$ cat src/rtl/button_debouncer_if.sv
// Signal bundle between the debouncer and whatever drives its sample tick and
// button input. The master side drives the inputs; the slave side is the debouncer.
interface button_debouncer_if;
    logic tick_in;
    logic btn_in;
    logic btn_level;
    logic btn_press;
    logic btn_release;
    logic sample_strobe;

    modport master (
        output tick_in,
        output btn_in,
        input  btn_level,
        input  btn_press,
        input  btn_release,
        input  sample_strobe
    );

    modport slave (
        input  tick_in,
        input  btn_in,
        output btn_level,
        output btn_press,
        output btn_release,
        output sample_strobe
    );
endinterface

$ cat src/rtl/button_debouncer.sv
// Button debouncer: synchronises a raw mechanical input, samples it on each
// rising edge of a slow divider tick, and flips the clean level only after
// STABLE_COUNT consecutive samples disagree with it. Emits one-cycle
// press/release strobes on each flip.
module button_debouncer #(
    parameter int unsigned STABLE_COUNT = 4,  // 1..255
    parameter int unsigned SYNC_STAGES  = 2   // 2..4
) (
    input logic               clk,
    input logic               reset,
    button_debouncer_if.slave btn_if
);

    localparam logic [1:0] IDLE_LOW  = 2'd0;
    localparam logic [1:0] PEND_HIGH = 2'd1;
    localparam logic [1:0] IDLE_HIGH = 2'd2;
    localparam logic [1:0] PEND_LOW  = 2'd3;

    // Count value on which the next agreeing sample completes the flip.
    localparam logic [7:0] CNT_LAST = 8'(STABLE_COUNT - 1);

    logic [SYNC_STAGES-1:0] sync_q;
    logic                   btn_sync;
    logic                   tick_prev_q;
    logic                   sample_en;
    logic [1:0]             state_q, state_d;
    logic [7:0]             cnt_q, cnt_d;
    logic                   level_q, level_d;
    logic                   press_q, press_d;
    logic                   release_q, release_d;
    logic                   strobe_q;

    assign btn_sync  = sync_q[SYNC_STAGES-1];
    assign sample_en = btn_if.tick_in & ~tick_prev_q;

    // Synchroniser chain and tick edge detector.
    always_ff @(posedge clk or posedge reset) begin
        if (reset) begin
            sync_q      <= '0;
            tick_prev_q <= 1'b0;
            strobe_q    <= 1'b0;
        end else begin
            sync_q      <= {sync_q[SYNC_STAGES-2:0], btn_if.btn_in};
            tick_prev_q <= btn_if.tick_in;
            strobe_q    <= sample_en;
        end
    end

    // Debounce FSM next state; everything holds unless a sample edge is present.
    always_comb begin
        state_d   = state_q;
        cnt_d     = cnt_q;
        level_d   = level_q;
        press_d   = 1'b0;
        release_d = 1'b0;
        if (sample_en) begin
            case (state_q)
                IDLE_LOW: begin
                    if (btn_sync) begin
                        if (STABLE_COUNT == 1) begin
                            state_d = IDLE_HIGH;
                            level_d = 1'b1;
                            press_d = 1'b1;
                        end else begin
                            state_d = PEND_HIGH;
                            cnt_d   = 8'd1;
                        end
                    end
                end
                PEND_HIGH: begin
                    if (!btn_sync) begin
                        // Glitch: back to idle, count discarded.
                        state_d = IDLE_LOW;
                        cnt_d   = 8'd0;
                    end else if (cnt_q == CNT_LAST) begin
                        state_d = IDLE_HIGH;
                        cnt_d   = 8'd0;
                        level_d = 1'b1;
                        press_d = 1'b1;
                    end else begin
                        cnt_d = cnt_q + 8'd1;
                    end
                end
                IDLE_HIGH: begin
                    if (!btn_sync) begin
                        if (STABLE_COUNT == 1) begin
                            state_d   = IDLE_LOW;
                            level_d   = 1'b0;
                            release_d = 1'b1;
                        end else begin
                            state_d = PEND_LOW;
                            cnt_d   = 8'd1;
                        end
                    end
                end
                PEND_LOW: begin
                    if (btn_sync) begin
                        state_d = IDLE_HIGH;
                        cnt_d   = 8'd0;
                    end else if (cnt_q == CNT_LAST) begin
                        state_d   = IDLE_LOW;
                        cnt_d     = 8'd0;
                        level_d   = 1'b0;
                        release_d = 1'b1;
                    end else begin
                        cnt_d = cnt_q + 8'd1;
                    end
                end
                default: begin
                    state_d = IDLE_LOW;
                    cnt_d   = 8'd0;
                end
            endcase
        end
    end

    // FSM state, counter, level and strobe registers.
    always_ff @(posedge clk or posedge reset) begin
        if (reset) begin
            state_q   <= IDLE_LOW;
            cnt_q     <= 8'd0;
            level_q   <= 1'b0;
            press_q   <= 1'b0;
            release_q <= 1'b0;
        end else begin
            state_q   <= state_d;
            cnt_q     <= cnt_d;
            level_q   <= level_d;
            press_q   <= press_d;
            release_q <= release_d;
        end
    end

    assign btn_if.btn_level     = level_q;
    assign btn_if.btn_press     = press_q;
    assign btn_if.btn_release   = release_q;
    assign btn_if.sample_strobe = strobe_q;

endmodule

$ cat src/flat_wrapper.sv
// flat-port wrapper written by rule: the top's interface ports become plain ports
module button_debouncer_flat 
#(
    parameter int unsigned STABLE_COUNT = 4,           
    parameter int unsigned SYNC_STAGES  = 2          
)
  (clk, reset, btn_if_tick_in, btn_if_btn_in, btn_if_btn_level, btn_if_btn_press, btn_if_btn_release, btn_if_sample_strobe);
  button_debouncer_if btn_if_i ();
  input logic clk;
  input logic reset;
  input wire logic [$bits(btn_if_i.tick_in)-1:0] btn_if_tick_in;
  input wire logic [$bits(btn_if_i.btn_in)-1:0] btn_if_btn_in;
  output wire logic [$bits(btn_if_i.btn_level)-1:0] btn_if_btn_level;
  output wire logic [$bits(btn_if_i.btn_press)-1:0] btn_if_btn_press;
  output wire logic [$bits(btn_if_i.btn_release)-1:0] btn_if_btn_release;
  output wire logic [$bits(btn_if_i.sample_strobe)-1:0] btn_if_sample_strobe;
  assign btn_if_i.tick_in = btn_if_tick_in;
  assign btn_if_i.btn_in = btn_if_btn_in;
  assign btn_if_btn_level = btn_if_i.btn_level;
  assign btn_if_btn_press = btn_if_i.btn_press;
  assign btn_if_btn_release = btn_if_i.btn_release;
  assign btn_if_sample_strobe = btn_if_i.sample_strobe;
  button_debouncer #(.STABLE_COUNT(STABLE_COUNT), .SYNC_STAGES(SYNC_STAGES)) u_core (.clk(clk), .reset(reset), .btn_if(btn_if_i));
endmodule
$ cat config.mk
export PLATFORM = sky130hd
export DESIGN_NAME = button_debouncer_flat
export DESIGN_NICKNAME = d
export VERILOG_FILES = /design/src/rtl/button_debouncer_if.sv /design/src/rtl/button_debouncer.sv /design/src/flat_wrapper.sv
export SDC_FILE = /design/constraint.sdc
export NUM_CORES = 1
export LEC_CHECK = 0
export CAP_MARGIN = 20
export CORE_MARGIN = 4
export CORE_UTILIZATION = 53
export DETAILED_ROUTE_END_ITERATION = 16
export PLACE_DENSITY = 0.75
export SYNTH_ARGS = -nofsm -noshare
export SYNTH_HDL_FRONTEND = slang
export SYNTH_SLANG_ARGS = --single-unit
$ cat constraint.sdc
create_clock -name clk -period 2 [get_ports clk]
set_input_delay 0.2 -clock clk [delete_from_list [all_inputs] [get_ports clk]]
set_output_delay 0.2 -clock clk [all_outputs]
set_load 0.05 [all_outputs]
## Yosys cells after proc, flatten, opt, wreduce, memory -nomap -nowiden

Index checks and enable logic that the tools add are counted.

| word-level totals | value |
|---|---|
| flip-flop bits (word level) | 17 |
| bits of input ports | 4 |
| output and inout bits | 4 |

| operators by class | value |
|---|---|
| add/subtract/negate cells | 1 |
| equality and inequality tests | 12 |
| muxes and demuxes | 25 |
| bitwise logic cells | 2 |
| reduce and logical (&&, ||, !) cells | 5 |

Operator list:

| cell | number |
|---|---|
| $mux W8 | 5 |
| $pmux W8 S4 | 1 |
| $mux W2 | 6 |
| $mux W1 | 11 |
| $add A8 B1 Y8 const B | 1 |
| $eq A8 B2 Y1 const B | 1 |
| $ne A2 B1 Y1 const B | 4 |
| $pmux W2 S4 | 1 |
| $reduce_and A6 Y1 | 1 |
| $reduce_and A5 Y1 | 1 |
| $eq A2 B2 Y1 const B | 2 |
| $ne A2 B2 Y1 const B | 2 |
| $ne A3 B1 Y1 const B | 1 |
| $ne A3 B3 Y1 const B | 1 |
| $reduce_and A3 Y1 | 1 |
| $eq A2 B1 Y1 const B | 1 |
| $logic_not A2 Y1 | 1 |
| $pmux W1 S2 | 1 |
| $reduce_bool A2 Y1 | 1 |
| $and A1 B1 Y1 | 1 |
| $not A1 Y1 | 1 |

## Longest topological paths before layout

| depth | value |
|---|---|
| word-level depth | 5 |
| depth in mapped cells | 5 |
| gate-level depth less buffers | 5 |

## Worst setup path before layout

Ideal clock, no wire load.

| path | value |
|---|---|
| kind | reg-to-reg |
| start point | register u_core.cnt_q[0] |
| end point | register with a tool-made name |
| setup time | 0.128 ns |
| arrival time | 1.583 ns |
| required time | 1.872 ns |
| setup slack | 0.289 ns |
| cell stages (with the launch flop) | 6 |
| buffers on the path | 0 |
| cell sequence | dfrtp_1 > ha_1 > nor4b_2 > a211oi_4 > nor2_2 > mux2_1 |

RTL lines:

| what | RTL line | text |
|---|---|---|
| start: declaration | button_debouncer.sv:27 | `logic [7:0] cnt_q, cnt_d;` |
| start signal: assignment | button_debouncer.sv:127 | `cnt_q <= cnt_d;` |

==> metrics.csv <==
metric,value,unit
p_leak,0.390,nW
synthTopCellsByArea,"dfrtp_1 (53%), nand3_1 (3.7%), nand2_1 (3.7%)",
slowest_delay,0.42,ns
dp_slack,0.210,ns
setup_tns,0,ns
n_antenna_cell,0,
syn-num-nets,82,
io_pins,8,
fmax,555,MHz
slew_headroom,58.3,%
cts_sinks,17,
routed_wl,1470,microns
nNetsFinal,97,
end_kind,flop,
cts_resized,0,
synth_flop_cell,dfrtp_1,
synth_seq_cells,17,
core,0.00137,sq mm
cts_tree,done,
crit_slowest_cell,dfrtp_1,
clk_latency,0.29,ns
worst_slack,0.198,ns
instances_no_fill,106,
finalSetupViolations,0,
hold_violations,0,
required,2.18,ns
fin_hold_ws,0.288,ns
grt_pass1_vias,621,
postRouteAntennaNets,0,
root_buffer,clkbuf_4,
fin_crit_sh,90.1,%
num_rows,13,
met3_usage,3.45,%
placed_cells,102,
drt_iter0_drc,13,
antenna_found_initial,0,
post-route-drc-count,0,
grt_pass1_wl,2700,microns
cts_buffer_depth,2,
r2r_start,u_core.cnt_q[1],
multi_input_area,358,sq um
worstRegToRegCells,5,
portBuffers,7,
top_usage_layer,met2,
syn_to_final_growth,17.3,%
cts_hold_buf,0,
crit_path_cell_trace,"ha_1, nor4b_2, a211oi_4, nor2_2, mux2_1",
wl_per_cell,13.9,microns
overflow,0,
initial_core_util,58.7,%
post_cts_buffers,0,
firstDrtPassIters,4,
ir_worst_vdd,743,uV
critPathBufInv,0,
post-dp-hpwl,1150,microns
rsz0062_at_grt,no,
synth.cell_area,802,sq um
clk_pin_slew,0.09,ns
arrival,1.98,ns
hold_path.class,in2async,
drive_above_1_share,13.2,%
critPathLaunch,u_core.cnt_q[1],
status,"complete, no violations",
powerDensity,1080,mW/mm^2
skew,0.000846,ns
synth-seq-area-share,53.0,%
total_power,1.02,mW
vias,614,
fillers,118,
dieArea,0.00220,sq mm
max-cap-violations,0,
path_class,reg2reg,
min_period,1.80,ns
synth_top_area_share,53.0,%
viasPerCell,5.79,
synth_area_leader_cell,dfrtp_1,
grtUsageMet1,24.8,%
synth_edf_count,0,
htree_levels,1,
crit_fanout,6,
use_met2,26.6,%
async_flop_share,100,%
dieWidth,46.9,microns
grt_max_degree,18,
critical_path.top_delay_family,simple AND/OR/NAND/NOR gates,
critPathLaunchType,flop,
yosysWarnings,0,
register_area,425,sq um
max_slew.worst_pin.slew,0.625,ns
track_usage,18.1,%
avgSynthCellArea,10.4,sq um
drv_slew,0,
numCtsBuffers,3,
place_congestion,0.817,
r2r_setup_slack,0.20,ns
die_h,46.9,microns
ys_types,31,
syn_inst,77,
-- worst max-delay path by stage --
stage                 endpoint  cells after the start
6_report                  flop                      5
4_1_cts                   flop                      5
3_5_place_dp              flop                      5
2_1_floorplan             flop                      5
3_3_place_gp   u_core.cnt_q[3]                      6
5_1_grt                   flop                      5
-- sequential cells by signal, indices dropped and copies added (netlist names), named ones only --
name                         cells
u_core.cnt_q                     8
u_core.sync_q                    2
u_core.btn_if.btn_level          1
u_core.btn_if.btn_press          1
u_core.btn_if.btn_release        1
u_core.btn_if.sample_strobe      1
u_core.state_q                   1
u_core.tick_prev_q               1
-- metal layers --
layer	part of all wire [%]	vias to the layer above	wire [microns]
met5	0	-	0
met4	3.2	0	47
met3	5.0	4	74
met2	41	15	610
met1	50	280	741
li1	-	315	-
-- placed cells by master, fill, tap and decap left out, types with 2 or more instances in the layout --
cell              n
nand2_1           8
clkdlybuf4s50_1   7
a31oi_1           2
inv_1             5
clkbuf_4          3
buf_4             3
nor2_1            2
dfrtp_1          17
o31ai_1           2
nor3_1            5
nand4_1           2
a21oi_1           3
nand3_1           6
o21ai_0           4
o211ai_1          2
-- Yosys cell counts (2+ instances only) --
cell / count
dfrtp_1: 17
nand3_1: 6
nor3_1: 5
nand4_1: 2
o31ai_1: 2
o21ai_0: 4
a21oi_1: 3
nor2_1: 2
nand2_1: 8
inv_1: 5
o211ai_1: 2
a31oi_1: 2
-- layout make-up --
type                       instances  share of cell area [%]
tap                               15                    1.99
timing repair buffer              10                    9.84
sequential                        17                    45.2
clock buffer                       3                    2.39
multi-input combinational         55                    38.0
inverter                           5                    1.99
clock inverter                     1                   0.532
-- worst reg2reg max path, stage by stage, from the launching register on --
cell and delay [ns]:
dfrtp_1 0.42, ha_1 0.24, nor4b_2 0.39, a211oi_4 0.16
nor2_2 0.16, mux2_1 0.33
-- cells by family (layout without fill, tap and decap cells) --
family | after synthesis | after routing | synth area share, %
and+or+nand+nor | 32 | 32 | 21.7
AOI/OAI and AO/OA | 19 | 19 | 17.8
DFF | 17 | 17 | 53.0
buffers and inverters | 5 | 19 | 2.34
xor gates and xnor gates | 2 | 2 | 2.18
adders and majority gates | 1 | 1 | 1.56
muxes | 1 | 1 | 1.40
-- through the flow --
step | util (%) | cell area [sq um]
after floorplan | - | 802
after global placement | 66.8 | 913
after detailed placement | 66.8 | 913
after CTS | 68.9 | 941
after global routing | 68.9 | 941
final | 68.9 | 941
-- where the power goes --
part,switching (mW),internal [mW]
registers,0.0901,0.406
clock network,0.105,0.0744
logic,0.198,0.142
Note: power is estimated with default switching activity, not from simulation.
